[src/rtl/uart_pkg.sv]
// rtl/uart_pkg.sv - shared UART constants and receiver state type
package uart_pkg;

    localparam int PARITY_NONE = 0;
    localparam int PARITY_ODD  = 1;
    localparam int PARITY_EVEN = 2;

    typedef enum logic [2:0] {
        RX_IDLE,
        RX_START,
        RX_DATA,
        RX_PARITY,
        RX_STOP,
        RX_WAIT_HIGH
    } rx_state_t;

endpackage

[src/rtl/uart_rx_param_if.sv]
// rtl/uart_rx_param_if.sv - received-word ready/valid port with per-word error flags
interface uart_rx_param_if #(
    parameter int DATA_BITS = 8
);
    logic [DATA_BITS-1:0] data_o;
    logic                 valid_o;
    logic                 ready_i;
    logic                 frame_error_o;
    logic                 parity_error_o;
    logic                 overrun_o;

    modport master (
        output data_o,
        output valid_o,
        output frame_error_o,
        output parity_error_o,
        output overrun_o,
        input  ready_i
    );

    modport slave (
        input  data_o,
        input  valid_o,
        input  frame_error_o,
        input  parity_error_o,
        input  overrun_o,
        output ready_i
    );
endinterface

[src/rtl/uart_sync.sv]
// rtl/uart_sync.sv - multi-flop synchroniser for an idle-high async line
module uart_sync #(
    parameter int STAGES = 2
) (
    input  logic clk,
    input  logic rst_n,
    input  logic line,
    output logic synced
);
    logic [STAGES-1:0] chain;

    // Shift the async line through the chain; resets to the idle (high) level.
    always_ff @(posedge clk or negedge rst_n) begin
        if (!rst_n) begin
            chain <= '1;
        end else begin
            chain <= {chain[STAGES-2:0], line};
        end
    end

    assign synced = chain[STAGES-1];
endmodule

[src/rtl/uart_rx_param.sv]
// rtl/uart_rx_param.sv - parametrised UART receiver; UART_RX_MAJORITY_EN enables 3-sample voting
module uart_rx_param
    import uart_pkg::*;
#(
    parameter int CLKS_PER_BIT = 87,
    parameter int DATA_BITS    = 8,
    parameter int PARITY       = PARITY_NONE,
    parameter int STOP_BITS    = 1,
    parameter int SYNC_STAGES  = 2
) (
    input  logic               clock_i,
    input  logic               reset_i,
    input  logic               serial_i,
    output logic               busy_o,
    uart_rx_param_if.master    rx
);
    localparam int CNT_W = $clog2(CLKS_PER_BIT);
    localparam int MID   = CLKS_PER_BIT / 2;
`ifdef UART_RX_MAJORITY_EN
    localparam int SAMPLE_PT = MID + 1;
`else
    localparam int SAMPLE_PT = MID;
`endif
    localparam logic [CNT_W-1:0] CNT_LAST   = CNT_W'(CLKS_PER_BIT - 1);
    localparam logic [CNT_W-1:0] CNT_SAMPLE = CNT_W'(SAMPLE_PT);
    localparam logic [3:0]       DATA_LAST  = 4'(DATA_BITS - 1);
    localparam logic [3:0]       STOP_LAST  = 4'(STOP_BITS - 1);

    logic                 line;
    rx_state_t            state;
    rx_state_t            state_n;
    logic [CNT_W-1:0]     cnt;
    logic [3:0]           bit_idx;
    logic [DATA_BITS-1:0] shreg;
    logic                 par_err;
    logic                 frm_err;
    logic                 done;
    logic                 finish;
    logic                 sample_now;
    logic                 bit_val;
    logic                 par_exp;

    logic [DATA_BITS-1:0] data_q;
    logic                 valid_q;
    logic                 ferr_q;
    logic                 perr_q;
    logic                 ovr_q;

    uart_sync #(.STAGES(SYNC_STAGES)) u_sync (
        .clk    (clock_i),
        .rst_n  (reset_i),
        .line   (serial_i),
        .synced (line)
    );

    // The bit counter free-runs across the whole frame, so every bit is
    // sampled at the same phase as the start-bit midpoint.
    assign sample_now = (state != RX_IDLE) && (cnt == CNT_SAMPLE);

`ifdef UART_RX_MAJORITY_EN
    logic s_early;
    logic s_mid;

    // Capture the two samples preceding the decision point for the vote.
    always_ff @(posedge clock_i or negedge reset_i) begin
        if (!reset_i) begin
            s_early <= 1'b1;
            s_mid   <= 1'b1;
        end else begin
            if (cnt == CNT_W'(MID - 1)) s_early <= line;
            if (cnt == CNT_W'(MID))     s_mid   <= line;
        end
    end

    assign bit_val = (s_early & s_mid) | (s_early & line) | (s_mid & line);
`else
    assign bit_val = line;
`endif

    assign par_exp = (PARITY == PARITY_ODD) ? ~(^shreg) : (^shreg);

    // State register.
    always_ff @(posedge clock_i or negedge reset_i) begin
        if (!reset_i) state <= RX_IDLE;
        else          state <= state_n;
    end

    // Next-state decode and the last-stop-sample strobe.
    always_comb begin
        state_n = state;
        finish  = 1'b0;
        case (state)
            RX_IDLE:      if (!line) state_n = RX_START;
            RX_START:     if (sample_now) state_n = bit_val ? RX_IDLE : RX_DATA;
            RX_DATA:      if (sample_now && bit_idx == DATA_LAST)
                              state_n = (PARITY != PARITY_NONE) ? RX_PARITY : RX_STOP;
            RX_PARITY:    if (sample_now) state_n = RX_STOP;
            RX_STOP:      if (sample_now && bit_idx == STOP_LAST) begin
                              finish  = 1'b1;
                              state_n = (frm_err || !bit_val) ? RX_WAIT_HIGH : RX_IDLE;
                          end
            RX_WAIT_HIGH: if (line) state_n = RX_IDLE;
            default:      state_n = RX_IDLE;
        endcase
    end

    // Frame datapath: bit timing, shift register and latched error flags.
    always_ff @(posedge clock_i or negedge reset_i) begin
        if (!reset_i) begin
            cnt     <= '0;
            bit_idx <= '0;
            shreg   <= '0;
            par_err <= 1'b0;
            frm_err <= 1'b0;
            done    <= 1'b0;
        end else begin
            done <= finish;
            if (state == RX_IDLE)   cnt <= '0;
            else if (cnt == CNT_LAST) cnt <= '0;
            else                    cnt <= cnt + 1'b1;

            if (state_n != state) bit_idx <= '0;
            else if (sample_now && (state == RX_DATA || state == RX_STOP))
                bit_idx <= bit_idx + 4'd1;

            if (state == RX_START) begin
                par_err <= 1'b0;
                frm_err <= 1'b0;
            end
            if (state == RX_DATA && sample_now)
                shreg <= {bit_val, shreg[DATA_BITS-1:1]};
            if (state == RX_PARITY && sample_now)
                par_err <= (bit_val != par_exp);
            if (state == RX_STOP && sample_now && !bit_val)
                frm_err <= 1'b1;
        end
    end

    // Output register: load on completion unless an unread word would be lost.
    always_ff @(posedge clock_i or negedge reset_i) begin
        if (!reset_i) begin
            data_q  <= '0;
            valid_q <= 1'b0;
            ferr_q  <= 1'b0;
            perr_q  <= 1'b0;
            ovr_q   <= 1'b0;
        end else begin
            ovr_q <= 1'b0;
            if (done) begin
                if (valid_q && !rx.ready_i) begin
                    ovr_q <= 1'b1;
                end else begin
                    data_q  <= shreg;
                    ferr_q  <= frm_err;
                    perr_q  <= par_err;
                    valid_q <= 1'b1;
                end
            end else if (valid_q && rx.ready_i) begin
                valid_q <= 1'b0;
            end
        end
    end

    assign rx.data_o         = data_q;
    assign rx.valid_o        = valid_q;
    assign rx.frame_error_o  = ferr_q;
    assign rx.parity_error_o = perr_q;
    assign rx.overrun_o      = ovr_q;
    assign busy_o            = (state != RX_IDLE);
endmodule
[src/flat_wrapper.sv]
// flat-port wrapper written by rule: the top's interface ports become plain ports
module uart_rx_param_flat import uart_pkg::*;
#(
    parameter int CLKS_PER_BIT = 87,
    parameter int DATA_BITS    = 8,
    parameter int PARITY       = PARITY_NONE,
    parameter int STOP_BITS    = 1,
    parameter int SYNC_STAGES  = 2
)
  (clock_i, reset_i, serial_i, busy_o, rx_data_o, rx_valid_o, rx_frame_error_o, rx_parity_error_o, rx_overrun_o, rx_ready_i);
  uart_rx_param_if #(.DATA_BITS(DATA_BITS)) rx_i ();
  input  logic clock_i;
  input  logic reset_i;
  input  logic serial_i;
  output logic busy_o;
  output wire logic [$bits(rx_i.data_o)-1:0] rx_data_o;
  output wire logic [$bits(rx_i.valid_o)-1:0] rx_valid_o;
  output wire logic [$bits(rx_i.frame_error_o)-1:0] rx_frame_error_o;
  output wire logic [$bits(rx_i.parity_error_o)-1:0] rx_parity_error_o;
  output wire logic [$bits(rx_i.overrun_o)-1:0] rx_overrun_o;
  input wire logic [$bits(rx_i.ready_i)-1:0] rx_ready_i;
  assign rx_data_o = rx_i.data_o;
  assign rx_valid_o = rx_i.valid_o;
  assign rx_frame_error_o = rx_i.frame_error_o;
  assign rx_parity_error_o = rx_i.parity_error_o;
  assign rx_overrun_o = rx_i.overrun_o;
  assign rx_i.ready_i = rx_ready_i;
  uart_rx_param #(.CLKS_PER_BIT(CLKS_PER_BIT), .DATA_BITS(DATA_BITS), .PARITY(PARITY), .STOP_BITS(STOP_BITS), .SYNC_STAGES(SYNC_STAGES)) u_core (.clock_i(clock_i), .reset_i(reset_i), .serial_i(serial_i), .busy_o(busy_o), .rx(rx_i));
endmodule
[config.mk]
export PLATFORM = sky130hd
export DESIGN_NAME = uart_rx_param_flat
export DESIGN_NICKNAME = d
export VERILOG_FILES = /design/src/rtl/uart_pkg.sv /design/src/rtl/uart_rx_param_if.sv /design/src/rtl/uart_sync.sv /design/src/rtl/uart_rx_param.sv /design/src/flat_wrapper.sv
export SDC_FILE = /design/constraint.sdc
export NUM_CORES = 1
export LEC_CHECK = 0
export BUFFER_PORTS_ARGS = -buffer_cell sky130_fd_sc_hd__buf_4
export CAP_MARGIN = 20
export CORE_MARGIN = 2
export CORE_UTILIZATION = 50
export CTS_CLUSTER_DIAMETER = 30
export DETAILED_ROUTE_END_ITERATION = 6
export GPL_ROUTABILITY_DRIVEN = 0
export GPL_TIMING_DRIVEN = 0
export PLACE_DENSITY = 0.74
export SLEW_MARGIN = 10
export SYNTH_ARGS = -nofsm -noshare
export SYNTH_HDL_FRONTEND = slang
export SYNTH_SLANG_ARGS = --single-unit
[constraint.sdc]
create_clock -name clock_i -period 3.2 [get_ports clock_i]
set_clock_uncertainty 0.2 [all_clocks]
set_input_delay 0.32 -clock clock_i [delete_from_list [all_inputs] [get_ports clock_i]]
set_output_delay 0.32 -clock clock_i [all_outputs]
set_load 0.01 [all_outputs]
==> results of run 1 <==
==> registers in the layout (all words and copies together), names as in the netlist, 2 cells and up <==
register and count:
u_core.bit_idx 4, u_core.cnt 7, u_core.rx.data_o 8, u_core.shreg 8
u_core.state 3, u_core.u_sync.chain 2
==> Yosys cell counts <==
cell                        instances  area (um^2)
sky130_fd_sc_hd__a211oi_1           2         15.0
sky130_fd_sc_hd__a21o_1             1         7.51
sky130_fd_sc_hd__a21oi_1            4         20.0
sky130_fd_sc_hd__a221o_1            1         10.0
sky130_fd_sc_hd__a221oi_1           1         8.76
sky130_fd_sc_hd__a221oi_2           1         15.0
sky130_fd_sc_hd__a2bb2oi_1          1         8.76
sky130_fd_sc_hd__a31oi_1            3         18.8
sky130_fd_sc_hd__a41oi_1            1         8.76
sky130_fd_sc_hd__and3_1             2         12.5
sky130_fd_sc_hd__and3b_1            2         17.5
sky130_fd_sc_hd__buf_2              1         5.00
sky130_fd_sc_hd__clkbuf_1           3         11.3
sky130_fd_sc_hd__dfrtp_1           37          926
sky130_fd_sc_hd__dfstp_2            2         52.6
sky130_fd_sc_hd__ha_1               4         50.1
sky130_fd_sc_hd__inv_1              6         22.5
sky130_fd_sc_hd__mux2_2            18          203
sky130_fd_sc_hd__mux2i_1            1         10.0
sky130_fd_sc_hd__nand2_1            8         30.0
sky130_fd_sc_hd__nand2b_1           4         25.0
sky130_fd_sc_hd__nand3_1            7         35.0
sky130_fd_sc_hd__nand3b_1           1         7.51
sky130_fd_sc_hd__nor2_1             9         33.8
sky130_fd_sc_hd__nor2b_1            1         6.26
sky130_fd_sc_hd__nor3_1             2         10.0
sky130_fd_sc_hd__nor3_2             1         10.0
sky130_fd_sc_hd__nor3b_1            1         7.51
sky130_fd_sc_hd__nor4b_1            1         8.76
sky130_fd_sc_hd__o211ai_1           1         7.51
sky130_fd_sc_hd__o21ai_0            7         35.0
sky130_fd_sc_hd__o22ai_1            2         12.5
sky130_fd_sc_hd__o32ai_1            1         8.76
sky130_fd_sc_hd__o41ai_1            2         17.5
sky130_fd_sc_hd__or3_1              6         37.5
sky130_fd_sc_hd__or3_4              1         11.3
sky130_fd_sc_hd__or4_1              1         7.51
sky130_fd_sc_hd__xnor2_1            5         43.8
sky130_fd_sc_hd__xnor3_1            2         45.0
sky130_fd_sc_hd__xor2_1             3         26.3
==> placed cells by master, fill, tap and decap left out, types with 3 or more instances in the layout <==
| master | instances |
|---|---|
| sky130_fd_sc_hd__nand2_1 | 8 |
| sky130_fd_sc_hd__dfrtp_1 | 37 |
| sky130_fd_sc_hd__xnor2_1 | 5 |
| sky130_fd_sc_hd__xor2_1 | 3 |
| sky130_fd_sc_hd__clkbuf_8 | 5 |
| sky130_fd_sc_hd__clkbuf_1 | 3 |
| sky130_fd_sc_hd__buf_4 | 16 |
| sky130_fd_sc_hd__o21ai_0 | 7 |
| sky130_fd_sc_hd__nand2b_1 | 4 |
| sky130_fd_sc_hd__nand3_1 | 7 |
| sky130_fd_sc_hd__nor2_1 | 9 |
| sky130_fd_sc_hd__or3_1 | 6 |
| sky130_fd_sc_hd__ha_1 | 4 |
| sky130_fd_sc_hd__mux2_2 | 18 |
| sky130_fd_sc_hd__inv_1 | 6 |
| sky130_fd_sc_hd__a31oi_1 | 3 |
| sky130_fd_sc_hd__a21oi_1 | 4 |
==> worst register-to-register path, delay by kind of cell, from the launching register on <==
family,cells,cell delay (ps)
AND/OR/NAND/NOR,3,1070
flip-flops,1,410
AO/OA/AOI/OAI,1,250
adder cells (fa/ha/maj),1,240
buffers and inverters,1,170
==> cell families (layout without fill, tap and decap cells) <==
| kind of cell | count (synthesis) | after routing |
|---|---|---|
| xor gates and xnor gates | 10 | 10 |
| DFF | 39 | 39 |
| muxes | 19 | 19 |
| and+or+nand+nor | 47 | 47 |
| adders and majority gates | 4 | 4 |
| buffers and inverters | 10 | 36 |
| AOI/OAI and AO/OA | 28 | 28 |
==> how the worst max path moves through the flow <==
stage / from / end / slack (ps) / depth (start not counted)
floorplan: u_core.cnt[2]$_DFF_PN0_ / u_core.bit_idx[3]$_DFFE_PN0P_ / 920 / 5
detailed placement: u_core.cnt[0]$_DFF_PN0_ / u_core.bit_idx[3]$_DFFE_PN0P_ / 780 / 6
CTS: u_core.cnt[0]$_DFF_PN0_ / u_core.bit_idx[3]$_DFFE_PN0P_ / 770 / 6
global placement: u_core.cnt[0]$_DFF_PN0_ / u_core.bit_idx[3]$_DFFE_PN0P_ / 830 / 6
finish: u_core.cnt[0]$_DFF_PN0_ / u_core.bit_idx[3]$_DFFE_PN0P_ / 770 / 6
global route: u_core.cnt[0]$_DFF_PN0_ / u_core.shreg[3]$_DFFE_PN0P_ / 640 / 5
==> cell type report <==
type / instances / area (um^2) / area share [%]
clock buffers: 5 / 68.8 / 3.18
multi-input cells: 108 / 832 / 38.5
flip-flops and latches: 39 / 978 / 45.3
clock inverters: 3 / 43.8 / 2.03
plain buffers: 4 / 16.3 / 0.752
inverters: 6 / 22.5 / 1.04
repair buffers: 18 / 140 / 6.48
well taps: 48 / 60.1 / 2.78
==> layer usage <==
layer	part of all wire [%]	track usage, %	up-vias	wire length [um]
met4	1.6	6.38	0	53
li1	-	-	619	-
met1	43	22.3	617	1450
met5	0	0	-	0
met2	50	32.6	39	1670
met3	5.4	5.21	6	182
==> power by group <==
group | internal, mW | switching (mW)
logic | 0.0298 | 0.0418
clock network | 0.232 | 0.176
registers | 0.506 | 0.0163
==> stage by stage <==
step / cells / worst slack (ps)
2_1_floorplan: 157 / 922
3_3_place_gp: 221 / 827
3_5_place_dp: 221 / 777
4_1_cts: 231 / 773
5_1_grt: 231 / 637
6_report: 231 / 774
==> impl_metrics.ini, run 1 <==
[setup_path]
cp-end-kind = register
slowest_delay_ps = 530
required_ps = 3200
timing.critical_path.arrival_ps = 2420
ff2ff_path_depth = 6
criticalPathCategory = reg -> reg
cp_num_buf_inv = 1
critPathMaxFanout = 6
critPathLaunchType = register
cp_top_family = simple AND/OR/NAND/NOR gates
cpMaxStageDelayCell = sky130_fd_sc_hd__or4_1
reg2reg_slack_ps = 770
crit_chain = ha_1 > nand3_1 > or4_1 > buf_2 > or3_1 > a221oi_2
timing.rr.end = u_core.bit_idx[3]$_DFFE_PN0P_
reg2reg_from = u_core.cnt[0]$_DFF_PN0_

[synthesis]
ys_types = 40
yosys.area_share.adder_pct = 2.71
synth_compound_gate_area_share_pct = 10.5
synthXorXnorAreaFrac_pct = 6.22
synth_seq_area_share_pct = 52.9
synth.cell_area_um2 = 1850
synthesis.area_per_instance_um2 = 11.8
ys_seq_elements = 39
main_combinational_cell_family_by_area_after_synthesis = simple AND/OR/NAND/NOR gates
post_synth_and_or_nand_nor_area_fraction_pct = 14.1
synth_mux_area_share_pct = 11.5
post_synth_inst_count = 157
yosys_warnings = 0
syn-num-nets = 165

[timing]
grt_setup_unrepaired = no
final_critical_path_share_of_the_clock_period_pct = 75.8
setup-tns-final_ps = 0
slew_headroom_pct = 29.1
achievable-frequency_mhz = 412
finalSetupViolCount = 0
time_the_final_worst_path_needs_with_i_o_delays_and_setup_ps = 2430
hold_slack_ps = 120
slew_violations = 0
report.final.hold_viol_count = 0
tightest_slew_ps = 1050

[layout]
final_core_util_pct = 60.0
drive_above_1_share_pct = 26.2
area_growth_syn_to_layout_pct = 16.9
layout_fillers = 286
antenna-diode-count = 0
fin_nets = 190
final_design_area_no_fill_um2 = 2160

[floorplan]
die_width_um = 64.8
design.core.area_um2 = 3610
fp-row-count = 22
top_level_ports = 17
initial_utilization_pct = 51.3
dieHeight_um = 64.8
floorplan.die_area_um2 = 4200

[clock_tree]
clock_sink_count = 39
cts.repair_timing.setup_buffer_count = 0
clock_tree_from_tritoncts = built
cts-hold-fix-buffers = 2
clk_pin_slew_ps = 70
cts_made_buffers = 5
clock_latency_ps = 290
cts_buffer_depth = 2
cts.root.buffer_cell = sky130_fd_sc_hd__clkbuf_8
ctsResizeCount = 0
cts_max_level = 2

[placed_design]
placedInstanceArea_um2 = 2030
port_buffers = 16
detailedPlacementHpwl_um = 2380

[power]
power_dens_cells_nw_per_um2 = 463
sum_of_internal_switching_and_leakage_power_mw = 1.00
vdd_drop_max_uv = 292
leakage_power_nw = 1.02

[min_path]
timing.hold.worst_path_depth = 3
hold_class = in -> reg
hold_path_end = u_core.rx.overrun_o$_DFF_PN0_
holdCritStartpoint = rx_ready_i

[route]
drt-pass1-iter-count = 4
ant_nets = 0
detail_route.iter0.violations = 55
detailroute.via_count = 1281
routed_wirelength_um = 3350
route.detailed.wl_per_inst_um = 14.5
viasPerCell = 5.55
post-route-drc-count = 0

[grt]
globalRouteTotalUtil_pct = 18.8
pin_count_of_the_biggest_net_entering_global_routing = 40
grt_antenna_before_repair = 0
grt_pass1_vias = 1327
grt.overflow.total = 0
grt_first_pass_wirelength_um = 5990

[flow_run]
maxCapViolCount = 0

[run_status]
run_status = finished, final reports clean
Note: power is estimated with default switching activity, not from simulation.
==> run 2, diff against run 1 <==
--- a/config.mk
+++ b/config.mk
@@ -5,6 +5,7 @@
 export SDC_FILE = /design/constraint.sdc
 export NUM_CORES = 1
 export LEC_CHECK = 0
+export ABC_AREA = 1
 export BUFFER_PORTS_ARGS = -buffer_cell sky130_fd_sc_hd__buf_4
 export CAP_MARGIN = 20
 export CORE_MARGIN = 2
@@ -13,7 +14,7 @@
 export DETAILED_ROUTE_END_ITERATION = 6
 export GPL_ROUTABILITY_DRIVEN = 0
 export GPL_TIMING_DRIVEN = 0
-export PLACE_DENSITY = 0.74
+export PLACE_DENSITY = 0.77
 export SLEW_MARGIN = 10
 export SYNTH_ARGS = -nofsm -noshare
 export SYNTH_HDL_FRONTEND = slang
==> constraint.sdc (replaced) <==
create_clock -name clock_i -period 2.1 [get_ports clock_i]
set_clock_uncertainty 0.2 [all_clocks]
set_input_delay 0.21 -clock clock_i [delete_from_list [all_inputs] [get_ports clock_i]]
set_output_delay 0.21 -clock clock_i [all_outputs]
set_load 0.01 [all_outputs]
==> run 2 against run 1 <==
Against the previous run:
- clock power grew 51%
- synthesized cell count is 36% higher
- worst setup slack got worse by 600 ps
- critical endpoint unchanged
==> impl_metrics.ini, run 2 <==
[synthesis]
yosysMostFrequentCell = sky130_fd_sc_hd__nand2_1
yosys_warnings = 0
ys_types = 29
synth.top_cells.by_area = sky130_fd_sc_hd__dfrtp_1 49%, sky130_fd_sc_hd__nand2_1 7.9%, sky130_fd_sc_hd__o21ai_0 4.7%
syn-num-nets = 222
synth_seq_area_share_pct = 51.5
synth.cell_area_um2 = 1900
ys_seq_elements = 39
async_sr_flop_fraction_pct = 100
synth_edf_count = 0
synth.largest_area_cell = sky130_fd_sc_hd__dfrtp_1
post-synth-top-area-fraction_pct = 48.7
yosys-top-cells-count = 40 x sky130_fd_sc_hd__nand2_1, 37 x sky130_fd_sc_hd__dfrtp_1, 24 x sky130_fd_sc_hd__inv_1
post_synth_inst_count = 214
dominantRegCellSynth = sky130_fd_sc_hd__dfrtp_1
synthesis.area_per_instance_um2 = 8.88

[grt]
grt.overflow.total = 0
grt_antenna_before_repair = 0
grt_pass1_vias = 1436
grt_first_pass_wirelength_um = 6050
globalRouteTotalUtil_pct = 18.6
pin_count_of_the_biggest_net_entering_global_routing = 40

[clock_tree]
cts_max_level = 2
clock_latency_ps = 300
clock_sink_count = 39
clk_pin_slew_ps = 70
cts.repair_timing.setup_buffer_count = 0
cts.root.buffer_cell = sky130_fd_sc_hd__clkbuf_8
cts_made_buffers = 5
cts_buffer_depth = 2
clock_tree_from_tritoncts = built

[timing]
slew_headroom_pct = 61.0
finalSetupViolCount = 0
achievable-frequency_mhz = 519
report.final.hold_viol_count = 0
final_critical_path_share_of_the_clock_period_pct = 91.8
slew_violations = 0
setup_slack_ps = 173
tightest_slew_ps = 579
time_the_final_worst_path_needs_with_i_o_delays_and_setup_ps = 1930

[setup_path]
cpMaxStageDelayCell = sky130_fd_sc_hd__dfrtp_1
timing.critical_path.arrival_ps = 1950
worst_path_most_repeated_cell = sky130_fd_sc_hd__clkinv_1
critPathMaxFanout = 5
criticalPathCategory = reg -> reg
critPathLaunchType = register
slowest_delay_ps = 390
crit_chain = ha_2 > nand2_1 > clkinv_1 > nand3_2 > nor2_4 > inv_4 > nand2_4 > nand4_1 > xor2_1 > clkinv_1 > nor2_1
cp-end-kind = register
required_ps = 2130

[route]
route.detailed.wl_per_inst_um = 11.9
detailroute.via_count = 1421
ant_nets = 0
post-route-drc-count = 0
routed_wirelength_um = 3440
detail_route.iter0.violations = 74
drt-pass1-iter-count = 4
viasPerCell = 4.92

[floorplan]
dieHeight_um = 65.7
fp-row-count = 22
initial_utilization_pct = 51.9
floorplan.die_area_um2 = 4310
die_width_um = 65.7
top_level_ports = 17
design.core.area_um2 = 3660

[layout]
area_growth_syn_to_layout_pct = 17.8
fin_nets = 248
layout_fillers = 307
final_core_util_pct = 61.1
final_cell_mix = 40 x sky130_fd_sc_hd__nand2_1, 37 x sky130_fd_sc_hd__dfrtp_1, 24 x sky130_fd_sc_hd__inv_1
drive_above_1_share_pct = 20.7
most_frequent_standard_cell_in_the_layout_excluding_fill_and_tap_cells = sky130_fd_sc_hd__nand2_1
antenna-diode-count = 0

[power]
sw_frac_of_total_pct = 24.8
pwr-share-comb_pct = 9.7
power_frac_clock_pct = 39.1
net-switching-power_uw = 391
power_dens_cells_nw_per_um2 = 704
leakage_power_nw = 1.05
p_int_mw = 1.19
vdd_drop_max_uv = 501
power.sequential.fraction_pct = 51.2

[placed_design]
preCtsSetupSlack_ps = 137
detailedPlacementHpwl_um = 2420
port_buffers = 16

[run_status]
run_status = finished, final reports clean

[min_path]
hold_class = reg -> reg

[flow_run]
maxCapViolCount = 0
==> run 2: metrics by stage <==
step,hold WS (ps),power (mW),setup TNS (ps),std cells,instance area (um^2)
after floorplan,-286,0.914,0,214,1900
after global placement,5.13,0.962,0,278,2080
after detailed placement,7.27,0.965,0,278,2080
after CTS,158,1.58,0,289,2220
after global routing,161,1.66,-0.225,289,2240
final,156,1.58,0,289,2240
==> run 2: routing by layer <==
layer	vias to the layer above	GRT usage (%)	share of wire, %
li1	731	-	-
met1	664	22.7	48
met2	20	30.4	47
met3	6	6.68	3.4
met4	0	6.51	1.5
met5	-	0	0
==> run 2: cells by family (layout without fill, tap and decap cells) <==
group | after synthesis | after routing | share of synthesized area [%]
xor gates and xnor gates | 12 | 12 | 5.53
adders and majority gates | 4 | 4 | 2.63
AOI/OAI and AO/OA | 25 | 25 | 6.98
and+or+nand+nor | 98 | 98 | 24.9
DFF | 39 | 39 | 51.5
buffers and inverters | 33 | 60 | 6.71
muxes | 3 | 3 | 1.78
==> run 2: power groups by stage <==
stage	logic (mW)	registers [mW]	clock network, mW
3_5_place_dp	0.145	0.820	0
6_report	0.152	0.807	0.617
3_3_place_gp	0.142	0.820	0
4_1_cts	0.151	0.806	0.627
2_1_floorplan	0.101	0.813	0
5_1_grt	0.177	0.811	0.668
==> run 2: worst max-delay path: cells and delay by family, from the launching register on <==
kind | cells | cell delay (ps)
buf+inv | 3 | 210
xor+xnor | 1 | 150
fa+ha+maj | 1 | 230
flops | 1 | 390
simple gates | 6 | 670
==> run 2: worst paths after layout <==
check / from / to / slack, ps / cells past startpoint
max: u_core.cnt[0]$_DFF_PN0_ / u_core.bit_idx[3]$_DFFE_PN0P_ / 170 / 11
min: u_core.u_sync.chain[0]$_DFF_PN1_ / u_core.u_sync.chain[1]$_DFF_PN1_ / 160 / 0
max reg2reg: u_core.cnt[0]$_DFF_PN0_ / u_core.bit_idx[3]$_DFFE_PN0P_ / 170 / 11
min reg2reg: u_core.u_sync.chain[0]$_DFF_PN1_ / u_core.u_sync.chain[1]$_DFF_PN1_ / 160 / 0
max in group asynchronous: reset_i / u_core.u_sync.chain[1]$_DFF_PN1_ / 1110 / 2
min in group asynchronous: reset_i / u_core.par_err$_DFFE_PN0P_ / 230 / 2
==> run 2: what timing repair did <==
| item | CTS | global route |
|---|---|---|
| endpoints found under the setup margin | 0 | 10 |
| hold buffers | 3 | 0 |
| endpoints found under the hold margin | 40 | 0 |
| gates resized for setup | 0 | 4 |
==> run 2: area by class of cell <==
class / count / area (um^2) / share of cell area, %
flip-flops and latches: 39 / 978 / 43.7
multi-input cells: 142 / 812 / 36.3
repair buffers: 19 / 150 / 6.71
inverters: 31 / 119 / 5.31
clock buffers: 6 / 72.6 / 3.24
well taps: 48 / 60.1 / 2.68
clock inverters: 2 / 37.5 / 1.68
plain buffers: 2 / 8.76 / 0.391
